==> config.mk <==
export PLATFORM = sky130hd
export DESIGN_NAME = lcd_arbiter_flat
export DESIGN_NICKNAME = d
export VERILOG_FILES = /design/src/rtl/lcd_arbiter_if.sv /design/src/rtl/lcd_arbiter.sv /design/src/flat_wrapper.sv
export SDC_FILE = /design/constraint.sdc
export NUM_CORES = 1
export LEC_CHECK = 0
export ABC_AREA = 1
export CAP_MARGIN = 10
export CORE_ASPECT_RATIO = 0.6
export CORE_MARGIN = 2
export CORE_UTILIZATION = 30
export DETAILED_ROUTE_END_ITERATION = 8
export PLACE_DENSITY = 0.63
export SLEW_MARGIN = 20
export SYNTH_ARGS = -nofsm -noshare
export SYNTH_HDL_FRONTEND = slang
export SYNTH_SLANG_ARGS = --single-unit
==> constraint.sdc <==
create_clock -name clock -period 2.3 [get_ports clock]
set_clock_uncertainty 0.05 [all_clocks]
set_input_delay 0.46 -clock clock [delete_from_list [all_inputs] [get_ports clock]]
set_output_delay 0.46 -clock clock [all_outputs]
set_load 0.1 [all_outputs]
==> src/rtl/lcd_arbiter_if.sv <==
// Bundle for the two FIFO read ports and the HD44780 bus driven by lcd_arbiter.
// The master modport is the arbiter; the slave modport is the FIFO/LCD side.
interface lcd_arbiter_if;
  logic [15:0] entry_0;
  logic        empty_0;
  logic        rd_0;
  logic [15:0] entry_1;
  logic        empty_1;
  logic        rd_1;
  logic [7:0]  lcd_data;
  logic        rs;
  logic        rw;
  logic        enable;
  logic        on;
  logic        busy;
  logic        grant;

  modport master (
    input  entry_0, empty_0, entry_1, empty_1,
    output rd_0, rd_1, lcd_data, rs, rw, enable, on, busy, grant
  );

  modport slave (
    output entry_0, empty_0, entry_1, empty_1,
    input  rd_0, rd_1, lcd_data, rs, rw, enable, on, busy, grant
  );
endinterface

==> src/rtl/lcd_arbiter.sv <==
// Two-channel FIFO arbiter that renders each popped word as "C<n>:XXXX" on an HD44780.
// Define LCD_ARBITER_RR_EN for round-robin tie-break; default build uses fixed priority (channel 0).
//
// state | meaning
// IDLE  | waiting for a non-empty channel
// POP   | rd strobe to the granted FIFO, head word captured
// CLEAR | clear-display command byte
// CWAIT | settle time after clear
// ADDR  | DDRAM address 0 command byte
// CHAR  | seven character bytes
// DONE  | one-cycle wrap-up before IDLE
module lcd_arbiter #(
  parameter int EN_HIGH  = 2,
  parameter int EN_LOW   = 2,
  parameter int CLR_WAIT = 4
) (
  input logic          clock,
  input logic          reset,
  lcd_arbiter_if.master bus
);

  localparam int BYTE_LEN = EN_HIGH + EN_LOW;
  localparam int TMAX     = (BYTE_LEN > CLR_WAIT) ? BYTE_LEN : CLR_WAIT;
  localparam int TW       = $clog2(TMAX + 1);
  localparam logic [TW-1:0] BYTE_LOAD  = TW'(BYTE_LEN - 1);
  localparam logic [TW-1:0] CWAIT_LOAD = TW'(CLR_WAIT - 1);
  localparam logic [TW-1:0] EN_LOW_T   = TW'(EN_LOW);

  typedef enum logic [2:0] {IDLE, POP, CLEAR, CWAIT, ADDR, CHAR, DONE} state_t;

  state_t        state_q, state_d;
  logic [TW-1:0] timer_q, timer_d;
  logic [2:0]    char_q, char_d;
  logic [15:0]   word_q, word_d;
  logic          grant_q, grant_d;
  logic          sel_valid, sel_ch;
  logic          tc, strobe_hi;
  logic [7:0]    char_byte;
`ifdef LCD_ARBITER_RR_EN
  logic          rr_q, rr_d;
`endif

  function automatic logic [7:0] nib_char(input logic [3:0] n);
    return (n < 4'd10) ? (8'h30 + {4'h0, n}) : (8'h37 + {4'h0, n});
  endfunction

  always_comb begin
    sel_valid = !bus.empty_0 || !bus.empty_1;
`ifdef LCD_ARBITER_RR_EN
    if (!bus.empty_0 && !bus.empty_1) sel_ch = rr_q;
    else                              sel_ch = bus.empty_0;
`else
    sel_ch = bus.empty_0;
`endif
  end

  always_comb begin
    case (char_q)
      3'd0:    char_byte = 8'h43;
      3'd1:    char_byte = 8'h30 + {7'h00, grant_q};
      3'd2:    char_byte = 8'h3A;
      3'd3:    char_byte = nib_char(word_q[15:12]);
      3'd4:    char_byte = nib_char(word_q[11:8]);
      3'd5:    char_byte = nib_char(word_q[7:4]);
      default: char_byte = nib_char(word_q[3:0]);
    endcase
  end

  always_ff @(posedge clock or posedge reset) begin
    if (reset) begin
      state_q <= IDLE;
      timer_q <= '0;
      char_q  <= '0;
      word_q  <= '0;
      grant_q <= 1'b0;
    end else begin
      state_q <= state_d;
      timer_q <= timer_d;
      char_q  <= char_d;
      word_q  <= word_d;
      grant_q <= grant_d;
    end
  end

`ifdef LCD_ARBITER_RR_EN
  always_ff @(posedge clock or posedge reset) begin
    if (reset) rr_q <= 1'b0;
    else       rr_q <= rr_d;
  end
`endif

  // Timer counts down through each byte; enable is high while the count is in its upper EN_HIGH values.
  assign tc        = (timer_q == '0);
  assign strobe_hi = (timer_q >= EN_LOW_T);
  assign bus.rw    = 1'b0;
  assign bus.on    = 1'b1;
  assign bus.grant = grant_q;
  assign bus.busy  = (state_q != IDLE);

  always_comb begin
    state_d      = state_q;
    timer_d      = timer_q;
    char_d       = char_q;
    word_d       = word_q;
    grant_d      = grant_q;
`ifdef LCD_ARBITER_RR_EN
    rr_d         = rr_q;
`endif
    bus.rd_0     = 1'b0;
    bus.rd_1     = 1'b0;
    bus.lcd_data = 8'h00;
    bus.rs       = 1'b0;
    bus.enable   = 1'b0;
    case (state_q)
      IDLE: begin
        if (sel_valid) begin
          state_d = POP;
          grant_d = sel_ch;
`ifdef LCD_ARBITER_RR_EN
          rr_d    = ~sel_ch;
`endif
        end
      end
      POP: begin
        bus.rd_0 = !grant_q;
        bus.rd_1 = grant_q;
        word_d   = grant_q ? bus.entry_1 : bus.entry_0;
        timer_d  = BYTE_LOAD;
        state_d  = CLEAR;
      end
      CLEAR: begin
        bus.lcd_data = 8'h01;
        bus.enable   = strobe_hi;
        if (tc) begin
          timer_d = CWAIT_LOAD;
          state_d = CWAIT;
        end else begin
          timer_d = timer_q - TW'(1);
        end
      end
      CWAIT: begin
        if (tc) begin
          timer_d = BYTE_LOAD;
          state_d = ADDR;
        end else begin
          timer_d = timer_q - TW'(1);
        end
      end
      ADDR: begin
        bus.lcd_data = 8'h80;
        bus.enable   = strobe_hi;
        if (tc) begin
          timer_d = BYTE_LOAD;
          char_d  = 3'd0;
          state_d = CHAR;
        end else begin
          timer_d = timer_q - TW'(1);
        end
      end
      CHAR: begin
        bus.lcd_data = char_byte;
        bus.rs       = 1'b1;
        bus.enable   = strobe_hi;
        if (tc) begin
          timer_d = BYTE_LOAD;
          if (char_q == 3'd6) state_d = DONE;
          else                char_d  = char_q + 3'd1;
        end else begin
          timer_d = timer_q - TW'(1);
        end
      end
      DONE:    state_d = IDLE;
      default: state_d = IDLE;
    endcase
  end

endmodule

==> src/flat_wrapper.sv <==
// flat-port wrapper written by rule: the top's interface ports become plain ports
module lcd_arbiter_flat 
#(
  parameter int EN_HIGH  = 2,
  parameter int EN_LOW   = 2,
  parameter int CLR_WAIT = 4
)
  (clock, reset, bus_entry_0, bus_empty_0, bus_entry_1, bus_empty_1, bus_rd_0, bus_rd_1, bus_lcd_data, bus_rs, bus_rw, bus_enable, bus_on, bus_busy, bus_grant);
  lcd_arbiter_if bus_i ();
  input logic clock;
  input logic reset;
  input wire logic [$bits(bus_i.entry_0)-1:0] bus_entry_0;
  input wire logic [$bits(bus_i.empty_0)-1:0] bus_empty_0;
  input wire logic [$bits(bus_i.entry_1)-1:0] bus_entry_1;
  input wire logic [$bits(bus_i.empty_1)-1:0] bus_empty_1;
  output wire logic [$bits(bus_i.rd_0)-1:0] bus_rd_0;
  output wire logic [$bits(bus_i.rd_1)-1:0] bus_rd_1;
  output wire logic [$bits(bus_i.lcd_data)-1:0] bus_lcd_data;
  output wire logic [$bits(bus_i.rs)-1:0] bus_rs;
  output wire logic [$bits(bus_i.rw)-1:0] bus_rw;
  output wire logic [$bits(bus_i.enable)-1:0] bus_enable;
  output wire logic [$bits(bus_i.on)-1:0] bus_on;
  output wire logic [$bits(bus_i.busy)-1:0] bus_busy;
  output wire logic [$bits(bus_i.grant)-1:0] bus_grant;
  assign bus_i.entry_0 = bus_entry_0;
  assign bus_i.empty_0 = bus_empty_0;
  assign bus_i.entry_1 = bus_entry_1;
  assign bus_i.empty_1 = bus_empty_1;
  assign bus_rd_0 = bus_i.rd_0;
  assign bus_rd_1 = bus_i.rd_1;
  assign bus_lcd_data = bus_i.lcd_data;
  assign bus_rs = bus_i.rs;
  assign bus_rw = bus_i.rw;
  assign bus_enable = bus_i.enable;
  assign bus_on = bus_i.on;
  assign bus_busy = bus_i.busy;
  assign bus_grant = bus_i.grant;
  lcd_arbiter #(.EN_HIGH(EN_HIGH), .EN_LOW(EN_LOW), .CLR_WAIT(CLR_WAIT)) u_core (.clock(clock), .reset(reset), .bus(bus_i));
endmodule
==> flow_summary.ini, run 1 <==
[drt]
vias = 2055
vias_per_cell = 4.65
drc = 0
drt_wl_total_um = 5720
drtIter0Drc = 144
firstDrtPassIters = 4
postRouteAntennaNets = 0
wl_per_cell_um = 13.0

[global_routing]
antenna_found_initial = 0
globalRouteOverflowTotal = 0
grt_usage = 0.164
grt_max_degree = 27
first_global_vias = 1894
met1_usage = 0.243
grt_pass1_wl_um = 9050
grt_use_met2 = 0.240
grt_use_met3 = 0.0333
grt.busiest_layer = met1

[power_and_ir_drop]
combPwrFrac = 0.687
power.leakage_uw = 0.00137
ir_worst_vdd_mv = 0.856
switching_share = 0.529
p_sw_uw = 2110
p_int_uw = 1880
pwr-share-clk = 0.100
seqPwrFrac = 0.213
finalPower_uw = 4000
powerDensity_nw_per_um2 = 1300

[critical_path]
crit_path_max_incr_delay_ns = 0.46
start_kind = register
critPathBufInv = 3
path_cells = ha_4 -> ha_4 -> nor2_4 -> nand3_4 -> buf_6 -> nand3_2 -> inv_1 -> nand2_1 -> nor2_2 -> nor2_4 -> buf_12
cp_max_fo = 4
required_ns = 1.79
cp_top_family = flip-flops
cp-end-kind = primary output
critical_path_arrival_ns = 1.91
slowest_stage = dfrtp_2
critPathKind = reg2out

[logic_synthesis]
synth-seq-cells = 26
synthFlopType = dfrtp_1
synth_edf_count = 0
synth.avg_cell_area_um2 = 6.62
yosysTopAreaCell = dfrtp_1
ys_warn_count = 0
netlist_area_um2 = 1950
yosysSeqAreaShare = 0.333
synthDominantCellAreaShare = 0.333
synth_commonest_cells = 97 x nand2_1, 42 x inv_1, 27 x nand3_1, 26 x dfrtp_1, 26 x nor2_1
synth_cell_types = 27
synthCells = 295
ys_async_sr_fraction = 1.00
synth_nets = 342
synth_area_leaders = dfrtp_1 33%, nand2_1 19%, inv_1 8.1%
yosysMostFrequentCell = nand2_1

[place]
place_inst = 430
place.gp.congestion = 0.955
hpwlAfterDp_um = 4280
io_buffers = 49

[finish]
finalNonFillerCells = 442
n_antenna_cell = 0
fill_cells = 598
nNetsFinal = 406
drive_gt1_frac = 0.271
area_growth_pct = 56.9

[job]
cap_violations = 0

[timing]
setup_viol = 7
hold_viol = 0
fmax_mhz = 414
rsz0062_at_grt = true
setup_slack_ns = -0.117
hold_ws_ns = 0.472
final_max_slew_viol_count = 0
final.min_clock_period_ns = 2.42
timing.final.crit_share = 1.05

[cts]
clock_path_buffers = 2
clkTransAtPathRegs_ns = 0.10
clock_latency_ns = 0.28
cts_tree = yes
cts_buffers = 3
clock_sinks = 26
cts_root_buf = clkbuf_8
h-tree-depth = 1

[status]
violations = negative setup slack
status = finished, violations left

[worst_hold_path]
hp-class = in2async

[die]
core_um2 = 6190
fp.dieH_um = 66.5
pin_count = 52
rows = 22
start_util = 0.316
die_w_um = 108
die_area_um2 = 7200
==> tightest hold or removal path: stages <==
cell and delay, ns:
clkdlybuf4s50_1 0.40, inv_1 0.05, buf_4 0.31
==> area by class of cell <==
type | instances | area [µm²] | area share
clock buffers | 3 | 41.3 | 0.0135
clock inverters | 1 | 30.0 | 0.00980
inverters | 46 | 178 | 0.0580
multi-input cells | 218 | 1330 | 0.434
flip-flops and latches | 26 | 654 | 0.213
well taps | 84 | 105 | 0.0343
repair buffers | 64 | 726 | 0.237
==> path summary, 6_finish.rpt <==
| check | start | to | slack [ns] | cells past startpoint |
|---|---|---|---|---|
| max | u_core.char_q[0] | bus_lcd_data[1] | -0.12 | 11 |
| min | reset | u_core.bus.grant | 0.47 | 3 |
| max reg2reg | u_core.state_q[2] | u_core.char_q[0] | 0.59 | 6 |
| min reg2reg | u_core.timer_q[2] | u_core.timer_q[2] | 0.53 | 2 |
| max in group asynchronous | reset | u_core.char_q[1] | 1.44 | 3 |
| min in group clock | u_core.timer_q[2] | u_core.timer_q[2] | 0.53 | 2 |
==> logic make-up (layout without fill, tap and decap cells) <==
logic type                 count (synthesis)  after routing  share of synthesized area
and+or+nand+nor                          158            158                      0.335
buffers and inverters                     51            114                      0.110
AOI/OAI and AO/OA                         47             47                      0.148
DFF                                       26             26                      0.333
adders and majority gates                 11             11                     0.0704
other                                      2              2                    0.00384
==> power by group through the flow <==
stage / clock network, µW / registers (µW) / logic [µW]
3_3_place_gp: 0 / 843 / 2440
5_1_grt: 424 / 882 / 3010
4_1_cts: 404 / 837 / 2630
3_5_place_dp: 0 / 847 / 2470
6_report: 399 / 850 / 2750
2_1_floorplan: 0 / 869 / 1750
==> per-layer routing <==
metal / vias up / wire length (µm)
met3: 7 / 336
met4: 0 / 65
li1: 1073 / -
met1: 916 / 2920
met2: 59 / 2410
met5: - / 0
==> cell usage in the layout (no fill, tap or decap), types with 6 or more instances in the layout <==
master	Yosys	routed
nand2_1	97	90
clkdlybuf4s50_1	0	35
inv_1	42	31
nand3_1	27	23
dfrtp_1	26	23
o211ai_1	15	15
buf_4	2	15
inv_2	4	13
o21ai_0	18	12
buf_12	0	12
nor2_1	26	10
nor2_2	1	10
nor2_4	1	8
nand2_2	2	6
==> registers in the layout, summed over array words and instances (netlist names) <==
register / cells
u_core.bus.grant: 1
u_core.state_q: 3
u_core.word_q: 16
u_core.timer_q: 3
u_core.char_q: 3
==> stage by stage <==
step | cell area (µm²) | utilization | worst slack [ns] | TNS, ns
finish | 3070 | 0.495 | -0.117 | -0.437
global route | 3070 | 0.495 | -0.175 | -0.893
CTS | 2960 | 0.477 | -0.132 | -0.573
detailed placement | 2760 | 0.445 | 0.0152 | 0
global placement | 2760 | 0.445 | 0.106 | 0
floorplan | 2040 | - | -0.0802 | -0.0802
==> repair_timing <==
item / CTS / global route
setup buffers: 3 / 5
gates resized for setup: 35 / 25
hold buffers: 0 / 0
endpoints found under the setup margin: 7 / 7
pin swaps: 17 / 13
No activity file was read; power rests on OpenSTA's default activity.
==> run 2, diff against run 1 <==
- CORE_UTILIZATION: 30 -> 49
- PLACE_DENSITY: 0.63 -> 0.9
==> flow_summary.ini, run 2 (same netlist as run 1, synthesis figures left out) <==
[finish]
largest_reg_flops = 16
top_register = u_core.word_q
n_antenna_cell = 0
area_growth_pct = 50.3
fill_cells = 254
drive_gt1_frac = 0.242
final_common_cell = nand2_1
finalNonFillerCells = 403
nNetsFinal = 404
multi_input_area_um2 = 1290
mostFrequentLayoutCells = 90 x nand2_1, 35 x clkdlybuf4s50_1, 33 x inv_1
regArea_um2 = 654

[cts]
clkTransAtPathRegs_ns = 0.09
clock_sinks = 26
postCtsHoldBufs = 0
clock_latency_ns = 0.28
h-tree-depth = 1
cts_root_buf = clkbuf_8
cts_buffers = 3
cts_tree = yes
clock_path_buffers = 2

[global_routing]
antenna_found_initial = 0
grt_pass1_wl_um = 9140
globalRouteOverflowTotal = 0
first_global_vias = 1927
grt_max_degree = 27
grt_usage = 0.264

[critical_path]
r2r_slack_ns = 0.61
cp-end-kind = primary output
critical_path_arrival_ns = 1.97
rr_endpoint = u_core.state_q[1]
reg2regPathDepth = 6
reg2reg_from = u_core.state_q[2]
cp_max_fo = 4
required_ns = 1.79
critPathKind = reg2out
start_kind = register

[drt]
drt_wl_total_um = 6000
vias = 2218
vias_per_cell = 5.50
postRouteAntennaNets = 0
wl_per_cell_um = 14.9
firstDrtPassIters = 7
drc = 0
drtIter0Drc = 196

[power_and_ir_drop]
power.leakage_uw = 0.00134
finalPower_uw = 3880
ir_worst_vdd_mv = 1.02
powerDensity_nw_per_um2 = 1320

[die]
rows = 17
die_w_um = 85.5
fp.dieH_um = 52.9
die_area_um2 = 4530
pin_count = 52
start_util = 0.522
core_um2 = 3740

[status]
violations = negative setup slack
status = finished, violations left

[timing]
final.min_clock_period_ns = 2.48
hold_ws_ns = 0.473
fmax_mhz = 404
timing.final.crit_share = 1.08
hold_viol = 0
setup_slack_ns = -0.177
final_max_slew_viol_count = 0
rsz0062_at_grt = true
setup_viol = 7

[place]
hpwlAfterDp_um = 4190
place_inst = 392
io_buffers = 49
place.gp.congestion = 0.959

[job]
cap_violations = 0

[worst_hold_path]
hp-class = in2async
-- run 2: cell count changes in the layout (fill, tap and decap cells not counted), sizes merged --
cell,previous run,this run
clkbuf,3,4
buf,29,27
bufinv,1,0
-- run 2: critical path, stage by stage (launching register included) --
cell and delay [ns]:
dfrtp_2 0.47, ha_4 0.18, ha_4 0.17, nor2_4 0.11, nand3_4 0.11, buf_6 0.15
nand3_2 0.05, inv_1 0.04, nand2_1 0.07, nor2_2 0.05, nor2_4 0.10, buf_12 0.18
-- run 2: layout make-up --
class                      instances  area share
sequential                        26       0.223
clock buffer                       4      0.0153
inverter                          46      0.0613
timing repair buffer              62       0.241
tap                               47      0.0200
multi-input combinational        218       0.440
-- run 2: routing by layer --
layer,up-vias,wire [µm],GRT usage
met3,19,511,0.0437
li1,1067,-,-
met5,-,0,0
met4,0,117,0.0582
met2,122,2710,0.422
met1,1010,2660,0.379
-- run 2: how the worst max path moves through the flow --
stage | slack (ns) | to | start | cells after the start
after floorplan | -0.08 | bus_lcd_data[4] | u_core.char_q[0] | 7
after global placement | 0.08 | bus_lcd_data[1] | u_core.char_q[0] | 9
after detailed placement | 0.07 | bus_lcd_data[6] | u_core.char_q[2] | 9
after CTS | -0.09 | bus_lcd_data[1] | u_core.char_q[1] | 9
after global routing | -0.25 | bus_lcd_data[1] | u_core.char_q[0] | 11
final | -0.18 | bus_lcd_data[1] | u_core.char_q[0] | 11
-- run 2: repair_timing --
action	4_1_cts	5_1_grt
resized for setup	27	21
pin swaps	6	6
setup buffers	2	5
setup endpoints to repair	7	8
-- run 2: per-stage QoR --
step           area (µm²)  setup WS (ns)  TNS (ns)   util
2_1_floorplan        2040        -0.0802   -0.0802      -
3_3_place_gp         2700         0.0840         0  0.722
3_5_place_dp         2700         0.0694         0  0.722
4_1_cts              2830        -0.0950    -0.351  0.757
5_1_grt              2940         -0.246     -1.20  0.785
6_report             2940         -0.177    -0.815  0.785
-- run 2: report_power, final --
part | switching, µW | internal, µW
Sequential | 190 | 671
Clock | 150 | 124
Combinational | 1790 | 955
